## src/rtl/bsg_sync_channel_sender.sv

```systemverilog
// bsg_sync_channel_sender
//   Shares one clock-domain-crossing channel among els_p requesters.
//   The block round-robin arbitrates, launches the winner's payload and
//   tag onto held channel wires, and toggles a two-phase request after
//   settle_p cycles. It then waits for the synchronized acknowledge toggle
//   before it accepts the next transfer.
//
// Ports
//   clk_i, reset_i   clock, asynchronous active-high reset
//   v_i, data_i      per-requester valid / payload (requester g at [g*width_p +: width_p])
//   ready_o          one-hot or zero grant; transfer when v_i[g] & ready_o[g]
//   sync_data_o      held payload toward the synchronizer launch flops
//   sync_tag_o       held index of the launched requester
//   sync_req_o       two-phase request toggle
//   ack_sync_i       receiver acknowledge toggle, already in clk_i domain
//   busy_o           state is not IDLE
//   done_o           one-cycle pulse on completion
//   xfer_count_o     completed transfers (wraps)
//   err_o            sticky protocol-error flag
module bsg_sync_channel_sender #(
    parameter int width_p  = 16,
    parameter int els_p    = 2,
    parameter int settle_p = 1,
    localparam int tag_width_lp = (els_p > 1) ? $clog2(els_p) : 1
) (
    input  logic                      clk_i,
    input  logic                      reset_i,
    input  logic [els_p-1:0]          v_i,
    input  logic [els_p*width_p-1:0]  data_i,
    output logic [els_p-1:0]          ready_o,
    output logic [width_p-1:0]        sync_data_o,
    output logic [tag_width_lp-1:0]   sync_tag_o,
    output logic                      sync_req_o,
    input  logic                      ack_sync_i,
    output logic                      busy_o,
    output logic                      done_o,
    output logic [15:0]               xfer_count_o,
    output logic                      err_o
);
    localparam int cnt_w_lp = (settle_p > 1) ? $clog2(settle_p) : 1;

    typedef enum logic [1:0] {IDLE, SETTLE, WAIT_ACK} state_e;

    state_e                    state_r, state_n;
    logic [tag_width_lp-1:0]   last_r;
    logic [cnt_w_lp-1:0]       cnt_r;
    logic                      ack_r;

    logic                      phase_ok;
    logic                      found;
    logic [tag_width_lp-1:0]   cand;
    logic [tag_width_lp-1:0]   sel_idx;
    logic [els_p-1:0]          grant;
    logic                      accept;
    logic                      err_set;

    assign phase_ok = (ack_sync_i == sync_req_o);

    // Round-robin search starting just above the last winner.
    always_comb begin
        found   = 1'b0;
        cand    = '0;
        sel_idx = '0;
        grant   = '0;
        for (int i = 1; i <= els_p; i++) begin
            cand = tag_width_lp'((int'(last_r) + i) % els_p);
            if (!found && v_i[cand]) begin
                found   = 1'b1;
                sel_idx = cand;
            end
        end
        for (int g = 0; g < els_p; g++)
            grant[g] = found && (sel_idx == tag_width_lp'(g));
    end

    assign ready_o = (state_r == IDLE && phase_ok) ? grant : '0;
    assign accept  = |ready_o;
    assign busy_o  = (state_r != IDLE);

    // An ack edge outside WAIT_ACK is a protocol error. The exception is an
    // IDLE ack that disagrees with our request phase (stale ack from a far
    // end that was not reset with us); the IDLE hold already covers it.
    assign err_set = (ack_sync_i != ack_r) && (state_r != WAIT_ACK) &&
                     !(state_r == IDLE && !phase_ok);

    always_comb begin
        state_n = state_r;
        case (state_r)
            IDLE:     if (accept) state_n = SETTLE;
            SETTLE:   if (cnt_r == '0) state_n = WAIT_ACK;
            WAIT_ACK: if (phase_ok) state_n = IDLE;
            default:  state_n = IDLE;
        endcase
    end

    always_ff @(posedge clk_i or posedge reset_i) begin
        if (reset_i) begin
            state_r      <= IDLE;
            last_r       <= tag_width_lp'(els_p - 1);
            cnt_r        <= '0;
            ack_r        <= 1'b0;
            sync_data_o  <= '0;
            sync_tag_o   <= '0;
            sync_req_o   <= 1'b0;
            done_o       <= 1'b0;
            xfer_count_o <= '0;
            err_o        <= 1'b0;
        end else begin
            state_r <= state_n;
            ack_r   <= ack_sync_i;
            done_o  <= 1'b0;
            case (state_r)
                IDLE: begin
                    if (accept) begin
                        sync_data_o <= data_i[int'(sel_idx)*width_p +: width_p];
                        sync_tag_o  <= sel_idx;
                        last_r      <= sel_idx;
                        cnt_r       <= cnt_w_lp'(settle_p - 1);
                    end
                end
                SETTLE: begin
                    if (cnt_r == '0) sync_req_o <= ~sync_req_o;
                    else             cnt_r      <= cnt_r - 1'b1;
                end
                WAIT_ACK: begin
                    if (phase_ok) begin
                        done_o       <= 1'b1;
                        xfer_count_o <= xfer_count_o + 16'd1;
                    end
                end
                default: ;
            endcase
            if (err_set) err_o <= 1'b1;
        end
    end
endmodule
```

## config.mk

```make
export PLATFORM = sky130hd
export DESIGN_NAME = bsg_sync_channel_sender
export DESIGN_NICKNAME = d
export VERILOG_FILES = /design/src/rtl/bsg_sync_channel_sender.sv
export SDC_FILE = /design/constraint.sdc
export NUM_CORES = 1
export LEC_CHECK = 0
export BUFFER_PORTS_ARGS = -buffer_cell sky130_fd_sc_hd__buf_2
export CAP_MARGIN = 0
export CORE_UTILIZATION = 45
export CTS_CLUSTER_SIZE = 40
export DETAILED_ROUTE_END_ITERATION = 8
export GPL_TIMING_DRIVEN = 0
export PLACE_DENSITY_LB_ADDON = 0.08
export SLEW_MARGIN = 10
export SYNTH_ARGS = -nofsm -noshare
export SYNTH_HDL_FRONTEND = slang
export SYNTH_SLANG_ARGS = --single-unit
export TNS_END_PERCENT = 20
```

## constraint.sdc

```tcl
create_clock -name clk_i -period 2.01 [get_ports clk_i]
set_clock_uncertainty 0.05 [all_clocks]
set_input_delay 0.402 -clock clk_i [delete_from_list [all_inputs] [get_ports clk_i]]
set_output_delay 0.402 -clock clk_i [all_outputs]
set_load 0.02 [all_outputs]
```

==> Word-level counts from Yosys, hierarchy flattened <==
Index checks and enable logic that the tools add are counted.
{ "totals": {"reg_bits": 41, "out_inout_bits": 39} }
{ "op_classes": {"n_eq_ne": 8, "bitwise": 3, "shift": 1, "mux": 18, "addsub": 4, "n_reduce_logical": 19, "order_cmp": 2} }
{ "ops": {"columns": ["op", "count"], "rows": [
  ["32-bit by 6-bit indexed part select with 16-bit output", 1],
  ["16-bit by 1-bit adder with 16-bit output (second input constant)", 1],
  ["1-bit two-way mux", 12],
  ["2-bit two-way mux", 4],
  ["2-bit inequality test (second input constant)", 4],
  ["2-bit AND reduction", 4],
  ["1-bit logical AND", 7],
  ["2-bit one-hot mux with 3 select lines", 1],
  ["1-bit by 2-bit less-than comparator with 1-bit output (second input constant)", 2],
  ["2-bit nonzero test", 2],
  ["1-bit logical NOT", 3],
  ["1-bit inverter", 3],
  ["3-bit AND reduction", 1],
  ["1-bit adder (second input constant)", 2],
  ["2-bit by 1-bit == test with 1-bit output (second input constant)", 1],
  ["2-bit == test (second input constant)", 1],
  ["2-bit logical NOT", 1],
  ["1-bit one-hot mux with 2 select lines", 1],
  ["2-bit OR reduction", 1],
  ["1-bit == test", 1],
  ["1-bit inequality test", 1],
  ["1-bit subtractor (second input constant)", 1]
]} }

==> Logic depth before layout (Yosys ltp) <==
{ "logic_depth": {"word_depth": 13, "ltp_mapped": 5, "depth_no_buf": 5} }

==> Worst setup path after synthesis <==
Ideal clock, no wire load.
{ "synth_path": {"path_kind": "reg-to-output", "start": "register sync_req_o", "end": "output ready_o[0]", "n_path_buf": 0, "path_slack_ns": 0.206, "t_required_ns": 1.558, "t_arrival_ns": 1.352, "path_stages_with_launch": 5, "cell_sequence": "dfrtp_1 > xor2_4 > nor2_2 > nand2_1 > nor2_1"} }
{ "synth_via": {"elab_chain_cells": 3} }
{ "synth_rtl": {"columns": ["item", "line_no", "rtl"], "rows": [
  ["start, declared", "33", "output logic sync_req_o,"],
  ["start signal, assigned", "122", "if (cnt_r == '0) sync_req_o <= ~sync_req_o;"],
  ["1-bit == test", "57", "assign phase_ok = (ack_sync_i == sync_req_o);"],
  ["1-bit logical AND", "76", "assign ready_o = (state_r == IDLE && phase_ok) ? grant : '0;"],
  ["2-bit two-way mux", "76", null],
  ["end, declared", "30", "output logic [els_p-1:0] ready_o,"]
]} }
No other way between the ends.

==> Worst setup path after layout <==
{ "layout_path": {"start": "register state_r[1]", "end": "output ready_o[0]"} }
{ "layout_via": {"elab_chain_cells": 3} }
{ "layout_rtl": {"columns": ["item", "line_no", "rtl"], "rows": [
  ["start, declared", "44", "state_e state_r, state_n;"],
  ["start signal, assigned", "109", "state_r <= state_n;"],
  ["2-bit logical NOT", "76", null],
  ["1-bit logical AND", "76", null],
  ["2-bit two-way mux", "76", null]
]} }
No other way between the ends.

==> results by group <==
STA
  – RSZ-0062 raised after global routing: no
  – Pins over their slew limit: 0
  – Least-Margin Pin Slew: between 0.3 and 0.4 ns
  – Fmax: 0.522 GHz
  – Final period util: a little over nine tenths
  – Slew margin rel.: 76.8%
  – Period minus WS final: 1.92 ns
  – Final worst slack: 0.0925 ns
  – Final setup viols: 0
  – Final hold violation count: 0
  – Total negative slack: 0 ns

Run
  – Max Cap Viol: 0

Die
  – Die area: 0.00444 mm2
  – Num ports: 76
  – Die Y: 66.6 um
  – Placeable core region: 0.00400 mm2
  – Initial Util: about 47%
  – # rows: 23
  – Die X: roughly 67 um

Layout
  – Area delta synth->final: 31.4%
  – Layout cells sized above 1: 42.1%
  – Sequential Area: 0.00100 mm2
  – Antenna cells: 0
  – Final Util: 61.7%
  – Filler instances: 352
  – Multi-input logic area: ~830 um2
  – Finished Cell Area: 0.00247 mm2
  – # nets final: 289

Yosys
  – Sequential area share after synthesis: a little over half
  – Synthesized area: between 0.0015 and 0.002 mm2
  – Distinct cells, synth: 34
  – Post-Synthesis Cells: 165
  – Ys flop type: dfrtp_1
  – Avg Inst Size Synth: 11.4 um2
  – Yosys top cell by area: dfrtp_1
  – Most frequent cells after synthesis: dfrtp_1 (39), nor2_1 (20), mux2i_1 (16), a21oi_1 (14), xnor2_1 (13)
  – Most common cell in the synthesized netlist: dfrtp_1
  – Yosys top cell area share: 52.0%
  – Synth async-reset ratio: 100%
  – Ys Warns: 0
  – Largest cells by area after synthesis: dfrtp_1 (52%), mux2i_1 (8.5%), xnor2_1 (6.1%), nor2_1 (4.0%), a21oi_1 (3.7%)
  – Flops & latches, synth: 40
  – Post-synthesis net count: slightly above 200
  – EDFF count, synth: 0

Drt
  – DR pass1 iterations: 6
  – DRT iter0 DRCs: 31
  – Total wire length: 3790 um
  – WL per Instance: 12.5 um
  – Post-route DRC: 0
  – Vias post-DR: ~1500
  – DRT antenna net count: 0
  – Vias/cell: 4.83

Min path
  – Hold/Removal Path Class: in -> reg

GRT
  – Total GRT Usage: 18.4%
  – Initial antenna violation count: 0
  – Vias in the first global route: 1314
  – Largest net degree at the start of global routing: 31
  – Congestion Overflow GR: 0
  – First-pass GRT wire length: approximately 6000 um

Power and ir drop
  – VDD IR max: 0.000786 V
  – Leakage power: 1.18 nW
  – Pwr Density: 1350 mW/mm2

Worst setup path
  – Startpoint types: register
  – CP max FO: 5
  – Critical setup path kind: reg -> out
  – Critical Path RT: 1.56 ns
  – CP endpoint kind: output port
  – Critical Path AT: 1.47 ns

Placed design
  – RePlAce Congestion: 0.764
  – Area post-placement: between 0.002 and 0.0025 mm2
  – HPWL after DPL: about 2800 um
  – # port buffers: 75
  – Pre-CTS setup slack: 0.0910 ns

CTS
  – Clock net sink count: 40
  – CTS tree: done
  – Root Buffer: clkbuf_8
  – H-tree depth: 2
  – Num CTS Buffers: 5
  – Worst-skew pair later-pin latency: 0.28 ns
  – Max Buffers Root-to-Sink: 2
  – Clock input transition at the sequential cells of the worst setup and hold paths: 0.07 ns

Status
  – Status: finished, final reports clean
## timing repair
| action | 4_1_cts | 5_1_grt |
|---|---|---|
| endpoints found under the setup margin | 2 | 2 |
| pin swaps | 1 | 0 |
| hold endpoints to repair | 10 | 0 |
| hold buffers | 1 | 0 |
| gates resized for setup | 4 | 1 |
| setup buffers | 1 | 1 |
## critical path, stage by stage (launching register included)
cell and delay [ns]:
dfrtp_1 0.43, or2_4 0.30, nor2_4 0.12, nand2_1 0.10
nor2_1 0.10, buf_4 0.15
## flip-flops by register name, indices dropped and copies added (netlist names)
register,cells
last_r,1
done_o,1
state_r,2
xfer_count_o,16
sync_req_o,1
err_o,1
ack_r,1
sync_tag_o,1
sync_data_o,16
## final cells by class
type | instances | share of cell area (%)
inverter | 1 | 0.152
multi-input combinational | 119 | 33.8
sequential | 40 | 40.6
clock buffer | 8 | 3.65
buffer | 5 | 2.13
tap | 50 | 2.54
timing repair buffer | 79 | 17.1
## cells by family (layout without fill, tap and decap cells)
kind of cell	count (synthesis)	count (layout)	share of synthesized area, %
mux	17	17	9.33
buf+inv	6	93	2.66
flops	40	40	53.4
compound gates	23	23	7.46
simple gates	60	60	17.1
xor+xnor	18	18	9.39
fa+ha+maj	1	1	0.666
## routing by layer
layer  up-vias  global-route usage [%]  routed length, um
met5         -                       0                  0
met4         0                    5.59                 23
met3         2                    5.82                270
met2        50                    29.3               1800
met1       670                    23.9               1690
li1        736                       -                  -
## power by group
part           switching [mW]  internal (mW)  total [mW]
Sequential              0.207           1.08        1.28
Clock                   0.254          0.280       0.534
Combinational           0.897          0.611        1.51
Total                    1.36           1.97        3.33
## placed cells by master, fill, tap and decap left out, drive strengths merged
cell / n
a21boi: 1
a21o: 1
a21oi: 19
a31oi: 1
and2: 1
and3: 2
and4: 1
buf: 83
clkbuf: 8
dfrtp: 39
dfstp: 1
dlygate4sd3: 1
ha: 1
inv: 1
mux2: 1
mux2i: 16
nand2: 10
nand2b: 2
nand3: 6
nand3b: 1
nand4: 5
nor2: 24
nor3: 5
nor4: 1
o21ai: 1
or2: 1
or2b: 1
xnor2: 13
xor2: 5
## final timing paths
path,depth (start not counted),startpoint,end,slack (ns)
worst min register to register,1,xfer_count_o[15],xfer_count_o[15],0.41
worst max-delay path,5,state_r[1],ready_o[0],0.09
worst min-delay path,2,v_i[0],last_r,0.27
worst max register to register,6,sync_req_o,sync_data_o[2],0.31
min in group asynchronous,3,reset_i,sync_data_o[0],0.54
max in group asynchronous,4,reset_i,last_r,0.88
## per-stage QoR
stage	hold slack, ns	cells	total power, mW
final	0.270	302	3.33
after global routing	0.271	302	3.56
after CTS	0.261	301	3.35
after detailed placement	0.302	291	2.77
after global placement	0.407	290	2.74
after floorplan	0.383	165	2.32
No activity file was read; power rests on OpenSTA's default activity.
